File: config.mk
export PLATFORM = sky130hd
export DESIGN_NAME = adder_sched
export DESIGN_NICKNAME = d
export VERILOG_FILES = /design/src/rtl/adder_sched.sv
export SDC_FILE = /design/constraint.sdc
export NUM_CORES = 1
export LEC_CHECK = 0
export CAP_MARGIN = 10
export CELL_PAD_IN_SITES_DETAIL_PLACEMENT = 1
export CELL_PAD_IN_SITES_GLOBAL_PLACEMENT = 1
export CORE_AREA = 2 2 554 556
export CTS_BUF_LIST = sky130_fd_sc_hd__clkbuf_4 sky130_fd_sc_hd__clkbuf_8
export DETAILED_ROUTE_END_ITERATION = 10
export DIE_AREA = 0 0 556 558
export HOLD_SLACK_MARGIN = 0.06
export MAX_ROUTING_LAYER = met4
export PLACE_DENSITY = 0.41
export SLEW_MARGIN = 30
export SYNTH_ARGS = -nofsm -noshare
export SYNTH_HDL_FRONTEND = slang
export SYNTH_SLANG_ARGS = --single-unit
File: constraint.sdc
create_clock -name clk -period 3.47 [get_ports clk]
set_input_delay 0.5205 -clock clk [delete_from_list [all_inputs] [get_ports clk]]
set_output_delay 0.5205 -clock clk [all_outputs]
set_load 0.01 [all_outputs]
File: src/rtl/adder_sched.sv
// Round-robin scheduler sharing one pipelined 4-operand adder among NREQ requesters.
// Tracks in-flight operations with a tag pipeline and returns each sum to its requester.
module adder_sched #(
    parameter int unsigned DSIZE   = 64,
    parameter int unsigned NREQ    = 4,
    parameter int unsigned IDW     = $clog2(NREQ),
    parameter int unsigned ADD_LAT = 2
) (
    input  logic                  clk,
    input  logic                  rst_n,
    input  logic [NREQ-1:0]       req_valid,
    input  logic [NREQ-1:0]       req_mask,
    input  logic [NREQ*DSIZE-1:0] req_a,
    input  logic [NREQ*DSIZE-1:0] req_b,
    input  logic [NREQ*DSIZE-1:0] req_c,
    input  logic [NREQ*DSIZE-1:0] req_d,
    output logic [NREQ-1:0]       req_ready,
    output logic [DSIZE-1:0]      add_a,
    output logic [DSIZE-1:0]      add_b,
    output logic [DSIZE-1:0]      add_c,
    output logic [DSIZE-1:0]      add_d,
    input  logic [DSIZE-1:0]      add_sum,
    output logic                  rsp_valid,
    output logic [IDW-1:0]        rsp_id,
    output logic [DSIZE-1:0]      rsp_sum,
    output logic                  busy
);

    localparam int unsigned NSTG = ADD_LAT + 1;
    localparam int unsigned PW   = IDW + 1;

    logic [IDW-1:0]   ptr_q, ptr_d;
    logic [NREQ-1:0]  elig, grant;
    logic             accept;
    logic [IDW-1:0]   gid;
    logic [PW-1:0]    idx;
    logic [IDW-1:0]   cand;

    logic [DSIZE-1:0] add_a_q, add_a_d;
    logic [DSIZE-1:0] add_b_q, add_b_d;
    logic [DSIZE-1:0] add_c_q, add_c_d;
    logic [DSIZE-1:0] add_d_q, add_d_d;

    logic [NSTG-1:0]          tag_v_q, tag_v_d;
    logic [NSTG-1:0][IDW-1:0] tag_id_q, tag_id_d;

    logic             rsp_valid_q, rsp_valid_d;
    logic [IDW-1:0]   rsp_id_q, rsp_id_d;
    logic [DSIZE-1:0] rsp_sum_q, rsp_sum_d;

    logic [DSIZE-1:0] op_a [NREQ];
    logic [DSIZE-1:0] op_b [NREQ];
    logic [DSIZE-1:0] op_c [NREQ];
    logic [DSIZE-1:0] op_d [NREQ];

    for (genvar g = 0; g < NREQ; g++) begin : g_unpack
        assign op_a[g] = req_a[g*DSIZE +: DSIZE];
        assign op_b[g] = req_b[g*DSIZE +: DSIZE];
        assign op_c[g] = req_c[g*DSIZE +: DSIZE];
        assign op_d[g] = req_d[g*DSIZE +: DSIZE];
    end

    // Search eligible requesters starting at ptr_q, wrapping past NREQ-1.
    always_comb begin
        elig   = req_valid & req_mask;
        grant  = '0;
        gid    = '0;
        accept = 1'b0;
        idx    = '0;
        cand   = '0;
        for (int unsigned k = 0; k < NREQ; k++) begin
            idx = {1'b0, ptr_q} + PW'(k);
            if (idx >= PW'(NREQ)) begin
                idx = idx - PW'(NREQ);
            end
            cand = idx[IDW-1:0];
            if (!accept && elig[cand]) begin
                accept      = 1'b1;
                gid         = cand;
                grant[cand] = 1'b1;
            end
        end
    end

    assign req_ready = grant;

    always_comb begin
        ptr_d   = ptr_q;
        add_a_d = add_a_q;
        add_b_d = add_b_q;
        add_c_d = add_c_q;
        add_d_d = add_d_q;
        if (accept) begin
            ptr_d   = (gid == IDW'(NREQ - 1)) ? '0 : gid + 1'b1;
            add_a_d = op_a[gid];
            add_b_d = op_b[gid];
            add_c_d = op_c[gid];
            add_d_d = op_d[gid];
        end
    end

    // Stage 0 always loads {accept, gid}; the last stage lines up with add_sum.
    always_comb begin
        tag_v_d     = {tag_v_q[NSTG-2:0], accept};
        tag_id_d    = {tag_id_q[NSTG-2:0], gid};
        rsp_valid_d = tag_v_q[NSTG-1];
        rsp_id_d    = tag_id_q[NSTG-1];
        rsp_sum_d   = tag_v_q[NSTG-1] ? add_sum : rsp_sum_q;
    end

    always_ff @(posedge clk or negedge rst_n) begin
        if (!rst_n) begin
            ptr_q       <= '0;
            add_a_q     <= '0;
            add_b_q     <= '0;
            add_c_q     <= '0;
            add_d_q     <= '0;
            tag_v_q     <= '0;
            tag_id_q    <= '0;
            rsp_valid_q <= 1'b0;
            rsp_id_q    <= '0;
            rsp_sum_q   <= '0;
        end else begin
            ptr_q       <= ptr_d;
            add_a_q     <= add_a_d;
            add_b_q     <= add_b_d;
            add_c_q     <= add_c_d;
            add_d_q     <= add_d_d;
            tag_v_q     <= tag_v_d;
            tag_id_q    <= tag_id_d;
            rsp_valid_q <= rsp_valid_d;
            rsp_id_q    <= rsp_id_d;
            rsp_sum_q   <= rsp_sum_d;
        end
    end

    assign add_a     = add_a_q;
    assign add_b     = add_b_q;
    assign add_c     = add_c_q;
    assign add_d     = add_d_q;
    assign rsp_valid = rsp_valid_q;
    assign rsp_id    = rsp_id_q;
    assign rsp_sum   = rsp_sum_q;
    assign busy      = (|tag_v_q) | rsp_valid_q;

endmodule

==> results of run 1 <==
power by group:
part | switching, mW | total [mW] | internal (mW)
Clock | 2.47 | 5.52 | 3.05
Sequential | 1.39 | 7.01 | 5.62
Combinational | 9.86 | 18.6 | 8.77
cells by family (layout without fill, tap and decap cells):
logic type	count (synthesis)	count (layout)	share of synthesized area
flops	334	334	0.405
mux	66	66	0.0365
simple gates	1317	1317	0.304
compound gates	532	532	0.194
buf+inv	241	1799	0.0548
other cells	0	89	0
fa+ha+maj	9	9	0.00546
state kept, by name, summed over array words and instances, names as in the netlist:
| signal | cells |
|---|---|
| add_a | 64 |
| add_b | 64 |
| add_c | 64 |
| add_d | 64 |
| ptr_q | 2 |
| rsp_id | 2 |
| rsp_id_d | 2 |
| rsp_sum | 64 |
| rsp_valid | 1 |
| tag_id_d | 4 |
| tag_v_q | 3 |
layout by cell type (no fill, tap or decap), types with 5 or more instances in the layout:
| cell type | synthesis | routed |
|---|---|---|
| and2_1 | 256 | 256 |
| o31ai_1 | 258 | 257 |
| dfrtp_1 | 334 | 333 |
| ha_1 | 9 | 8 |
| buf_4 | 0 | 189 |
| nand2_1 | 784 | 783 |
| clkdlybuf4s50_1 | 0 | 1417 |
| a211oi_1 | 257 | 257 |
| buf_12 | 0 | 38 |
| diode_2 | 0 | 89 |
| and3_1 | 257 | 257 |
| clkbuf_8 | 0 | 108 |
| o21ai_0 | 5 | 5 |
| clkbuf_4 | 0 | 20 |
| mux2_2 | 64 | 64 |
| clkinv_2 | 0 | 7 |
through the flow:
stage | cell area, um^2 | util
5_1_grt | 43000 | 0.141
3_3_place_gp | 41000 | 0.135
4_1_cts | 42700 | 0.140
3_5_place_dp | 41000 | 0.135
2_1_floorplan | 20600 | -
6_report | 43000 | 0.141
cell type report:
| cell class | instances | area [um^2] | share of cell area |
|---|---|---|---|
| clock inverters | 12 | 95.1 | 0.00221 |
| well taps | 3997 | 5000 | 0.116 |
| multi-input cells | 1924 | 11200 | 0.261 |
| inverters | 5 | 26.3 | 0.000611 |
| flip-flops and latches | 334 | 8360 | 0.194 |
| clock buffers | 128 | 1640 | 0.0380 |
| repair buffers | 1654 | 16500 | 0.383 |
| diodes | 89 | 223 | 0.00518 |
timing repair:
| action | CTS | global route |
|---|---|---|
| resized for setup | 24 | 9 |
| pin swaps | 6 | 9 |
| endpoints found under the hold margin | 35 | 0 |
| hold buffers | 1 | 0 |
| setup endpoints to repair | 4 | 4 |
| setup buffers | 2 | 1 |
final timing paths:
| check | cells after the start | endpoint | from | slack [ps] |
|---|---|---|---|---|
| max | 7 | req_ready[0] | ptr_q[1] | 190 |
| min | 2 | rsp_sum[53] | add_sum[53] | 270 |
| max reg2reg | 10 | add_d[10] | ptr_q[1] | 300 |
| min reg2reg | 0 | tag_id_d[5] | tag_id_d[3] | 350 |
| max in group asynchronous | 3 | add_d[62] | rst_n | 2200 |
| min in group asynchronous | 2 | rsp_sum[56] | rst_n | 300 |
layer usage:
metal,track usage,wire length [um],up-vias
met2,0.213,97200,1264
met5,-,0,-
li1,-,-,11900
met1,0.139,77400,12400
met4,0.0328,5010,0
met3,0.0540,22000,228
==> impl_metrics.ini, run 1 <==
[clocking]
clock_latency_ps = 870
cts_num_sinks = 334
clockRootBuffer = clkbuf_8
cts_tree = yes
cts_buffer_depth = 4
clk_pin_slew_ps = 60
htree_num_levels = 3
cts_buffers = 87

[floorplanning]
dieArea_um2 = 310000
die_h_um = 558
row_count = 203
initial_core_util = 0.0677
io_pins = 1426
core_area_um2 = 305000
die_x_um = 556

[drt]
wl_um = 202000
drtIter0Drc = 1133
drt_first_pass_iters = 5
drc = 0
wl_per_cell_um = 24.7
vias = 25800
ant_nets = 0
via_per_inst = 3.17

[grt]
antenna_found_initial = 147
grt_max_degree = 91
grt_pass1_wl_um = 259000
grt_overflow_total = 0
grt_use_total = 0.128
grt_pass1_vias = 27700

[timing]
rsz0062_at_grt = true
period_needed_ps = 3280
setup_ws_ps = 193
tightest_slew_ps = 910
report.final.hold_viol_count = 0
hold_ws_ps = 265
fmax_mhz = 305
finalSetupViolations = 0
finalClockSkew_ps = 44.9
setup_tns_ps = 0
post-route-period-util = 0.944
maxSlewViolCount = 0
relSlewSlack = 0.393

[place]
dp_hpwl_um = 172000
place_inst = 7909
dpl_worst_slack_ps = -310
gp_congestion = 0.873
io_buffer_count = 1425

[job]
cap_viol_max_count = 0

[hold_path]
hold_class = input port to flop

[cells_and_area]
area_growth_pct = 109
layout.cells.non_filler = 8143
drive_gt1_frac = 0.112
final_nets = 5113
nFillCells = 35900

[power]
power_mw = 31.1
p_leak_nw = 16.4
ir_drop_mv = 0.361
power.density_nw_per_um2 = 724

[setup_path]
crit_family = multiplexers
critPathMaxStageDelay_ps = 550
critPathMaxFanout = 4
cpMostUsedCell = buf_6
slowest_stage = mux4_2
start_kind = flop
cp-end-kind = output pin
path_cells = inv_2 > buf_6 > mux4_2 > buf_6 > a222oi_1 > nand2_1 > buf_6
path_class = flop to output pin
cp.arrival_ps = 2760
required_ps = 2950
path_buf_inv = 4

[synth]
syn_nets = 3606
synth.most_common_cell = nand2_1
async_reset_ff_frac = 1.00
postSynthAreaPerCell_um2 = 8.25
synth.distinct_cells = 35
ys_warn_count = 0
synth_seq_area_share = 0.405
synth_flop_cell = dfrtp_1
ys_top_cells_by_count = nand2_1 (784), dfrtp_1 (334), o31ai_1 (258)
ys_seq_elements = 334
synth_edf_count = 0
yosys.area.top_type_share = 0.405
yosys.area.top_type = dfrtp_1
synthTopCellsByArea = dfrtp_1 (41%), nand2_1 (14%), o31ai_1 (9.4%)
syn_inst = 2499
synth.cell_area_um2 = 20600

[outcome]
outcome = completed
(Power assumes the default switching activity.)
==> run 2, diff against run 1 <==
--- a/config.mk
+++ b/config.mk
@@ -14,7 +14,7 @@
 export DIE_AREA = 0 0 556 558
 export HOLD_SLACK_MARGIN = 0.06
 export MAX_ROUTING_LAYER = met4
-export PLACE_DENSITY = 0.41
+export PLACE_DENSITY = 0.36
 export SLEW_MARGIN = 30
 export SYNTH_ARGS = -nofsm -noshare
 export SYNTH_HDL_FRONTEND = slang
==> constraint.sdc (replaced) <==
create_clock -name clk -period 3.45 [get_ports clk]
set_input_delay 0.5175 -clock clk [delete_from_list [all_inputs] [get_ports clk]]
set_output_delay 0.5175 -clock clk [all_outputs]
set_load 0.01 [all_outputs]
==> run 2 against run 1 <==
Register-to-register slack better by 70 ps. Clock power is 4.3% higher. Routed wire length is 0.29% higher. Total power is 1.2% higher. Clock skew is 8.7 ps higher. Utilization hardly changed. Non-clock buffer count is 14 lower. Flip-flop and latch count stayed put. Sequential share of layout area hardly changed. Worst hold slack worse by 60 ps. Critical path depth stayed put. Largest cell class unchanged. Highest routed layer unchanged.
==> impl_metrics.ini, run 2 (synthesized netlist as in run 1, its figures left out) <==
[drt]
drtIter0Drc = 1035
drt_first_pass_iters = 5
drc = 0
via_per_inst = 3.17
vias = 25700
wl_per_cell_um = 24.9
wl_um = 202000
ant_nets = 0

[cells_and_area]
layout.cells.non_filler = 8102
area_growth_pct = 109
final_nets = 5100
fin_area_um2 = 43000
drive_gt1_frac = 0.112
layout.cells.most_common = clkdlybuf4s50_1
final_cell_mix = clkdlybuf4s50_1 (1418), nand2_1 (784), dfrtp_1 (333)
nFillCells = 35900

[power]
sequentialPowerShare = 0.220
p_sw_frac = 0.443
power_mw = 31.5
power.density_nw_per_um2 = 733
clockPowerShare = 0.183
p_comb_frac = 0.598
p_int_mw = 17.5
switchingPower_mw = 14.0
p_leak_nw = 16.4
ir_drop_mv = 0.431

[place]
place_inst = 7897
dp_hpwl_um = 171000
dpl_worst_slack_ps = -276
gp_congestion = 0.852
io_buffer_count = 1425
placed_cell_area_um2 = 41000

[timing]
finalSetupViolations = 0
post-route-period-util = 0.950
setup_ws_ps = 172
tightest_slew_ps = 833
fmax_mhz = 305
period_needed_ps = 3280
relSlewSlack = 0.443
rsz0062_at_grt = true
report.final.hold_viol_count = 0
maxSlewViolCount = 0
setup_tns_ps = 0
finalClockSkew_ps = 53.6

[floorplanning]
die_x_um = 556
io_pins = 1426
dieArea_um2 = 310000
row_count = 203
initial_core_util = 0.0677
core_area_um2 = 305000
die_h_um = 558

[job]
cap_viol_max_count = 0

[grt]
gr-usage-met2 = 0.215
antenna_found_initial = 101
grt_max_degree = 88
top_usage_layer = met2
grt_util_met1 = 0.150
grt_pass1_wl_um = 263000
grt_use_total = 0.128
grt_pass1_vias = 27500
grt_overflow_total = 0
use_met3 = 0.0428

[clocking]
cts_tree = yes
clock_latency_ps = 870
cts_buffer_depth = 4
clk_pin_slew_ps = 50
cts_buffers = 88
clockRootBuffer = clkbuf_8
htree_num_levels = 3
cts_num_sinks = 334

[setup_path]
cp.arrival_ps = 2760
cpMostUsedCell = buf_6
path_buf_inv = 4
required_ps = 2930
slowest_stage = mux4_2
critPathMaxFanout = 4
start_kind = flop
cp-end-kind = output pin
path_cells = inv_2 > buf_6 > mux4_2 > buf_6 > a222oi_1 > nand2_1 > buf_2
crit_family = multiplexers
path_class = flop to output pin
critPathMaxStageDelay_ps = 550

[hold_path]
hold_class = input port to asynchronous set/reset pin

[outcome]
outcome = completed
## run 2: cell types whose count changed in the layout (fill, tap and decap cells not counted), sizes merged
| cell | delta |
|---|---|
| buf | -15 |
| clkbuf | +12 |
| clkdlybuf4s50 | +1 |
| clkinv | +1 |
| clkinvlp | -1 |
| diode | -39 |
## run 2: stage by stage
step                 util  hold WS (ps)
floorplan               -           222
global placement    0.135           333
detailed placement  0.135           338
CTS                 0.141          62.1
global route        0.141           105
finish              0.141           205
## run 2: worst reg2reg max path: cells and delay by family, from the launching register on
family,cells,cell delay (ps)
buffers and inverters,5,810
multiplexers,1,550
flip-flops,1,390
AO/OA/AOI/OAI,4,1220
## run 2: cell type report
type	count	area, um^2	area share
sequential	334	8360	0.194
antenna	50	125	0.00291
multi-input combinational	1924	11200	0.261
clock buffer	140	1740	0.0404
clock inverter	12	92.6	0.00215
tap	3997	5000	0.116
inverter	5	26.3	0.000611
timing repair buffer	1640	16400	0.382
## run 2: final timing paths
kind / endpoint / cells after the start / startpoint / slack (ps)
min in group clk: rsp_sum[33] / 2 / add_sum[33] / 310
hold reg to reg: tag_id_d[4] / 0 / tag_id_d[2] / 350
hold / removal: add_b[24] / 2 / rst_n / 210
setup reg to reg: add_d[7] / 10 / ptr_q[1] / 370
setup / recovery: req_ready[0] / 7 / ptr_q[1] / 170
max in group asynchronous: add_d[6] / 4 / rst_n / 2280
## run 2: metal layers
layer | wire length [um] | up-vias
met3 | 17000 | 164
li1 | - | 11800
met1 | 84200 | 12500
met2 | 97900 | 1191
met5 | 0 | -
met4 | 3080 | 0
## run 2: repair_timing
item / CTS / global route
hold buffers: 1 / 0
resized for setup: 25 / 6
buffers inserted: 2 / 0
pin swaps: 7 / 5
endpoints found under the hold margin: 213 / 0
setup endpoints to repair: 4 / 4
## run 2: power by group through the flow
stage | logic [mW] | registers [mW] | clock network, mW
final | 18.8 | 6.93 | 5.76
after CTS | 19.5 | 6.99 | 6.12
after global routing | 20.5 | 7.17 | 6.24
after floorplan | 7.55 | 7.31 | 0
after global placement | 19.3 | 6.97 | 0
after detailed placement | 19.3 | 7.01 | 0
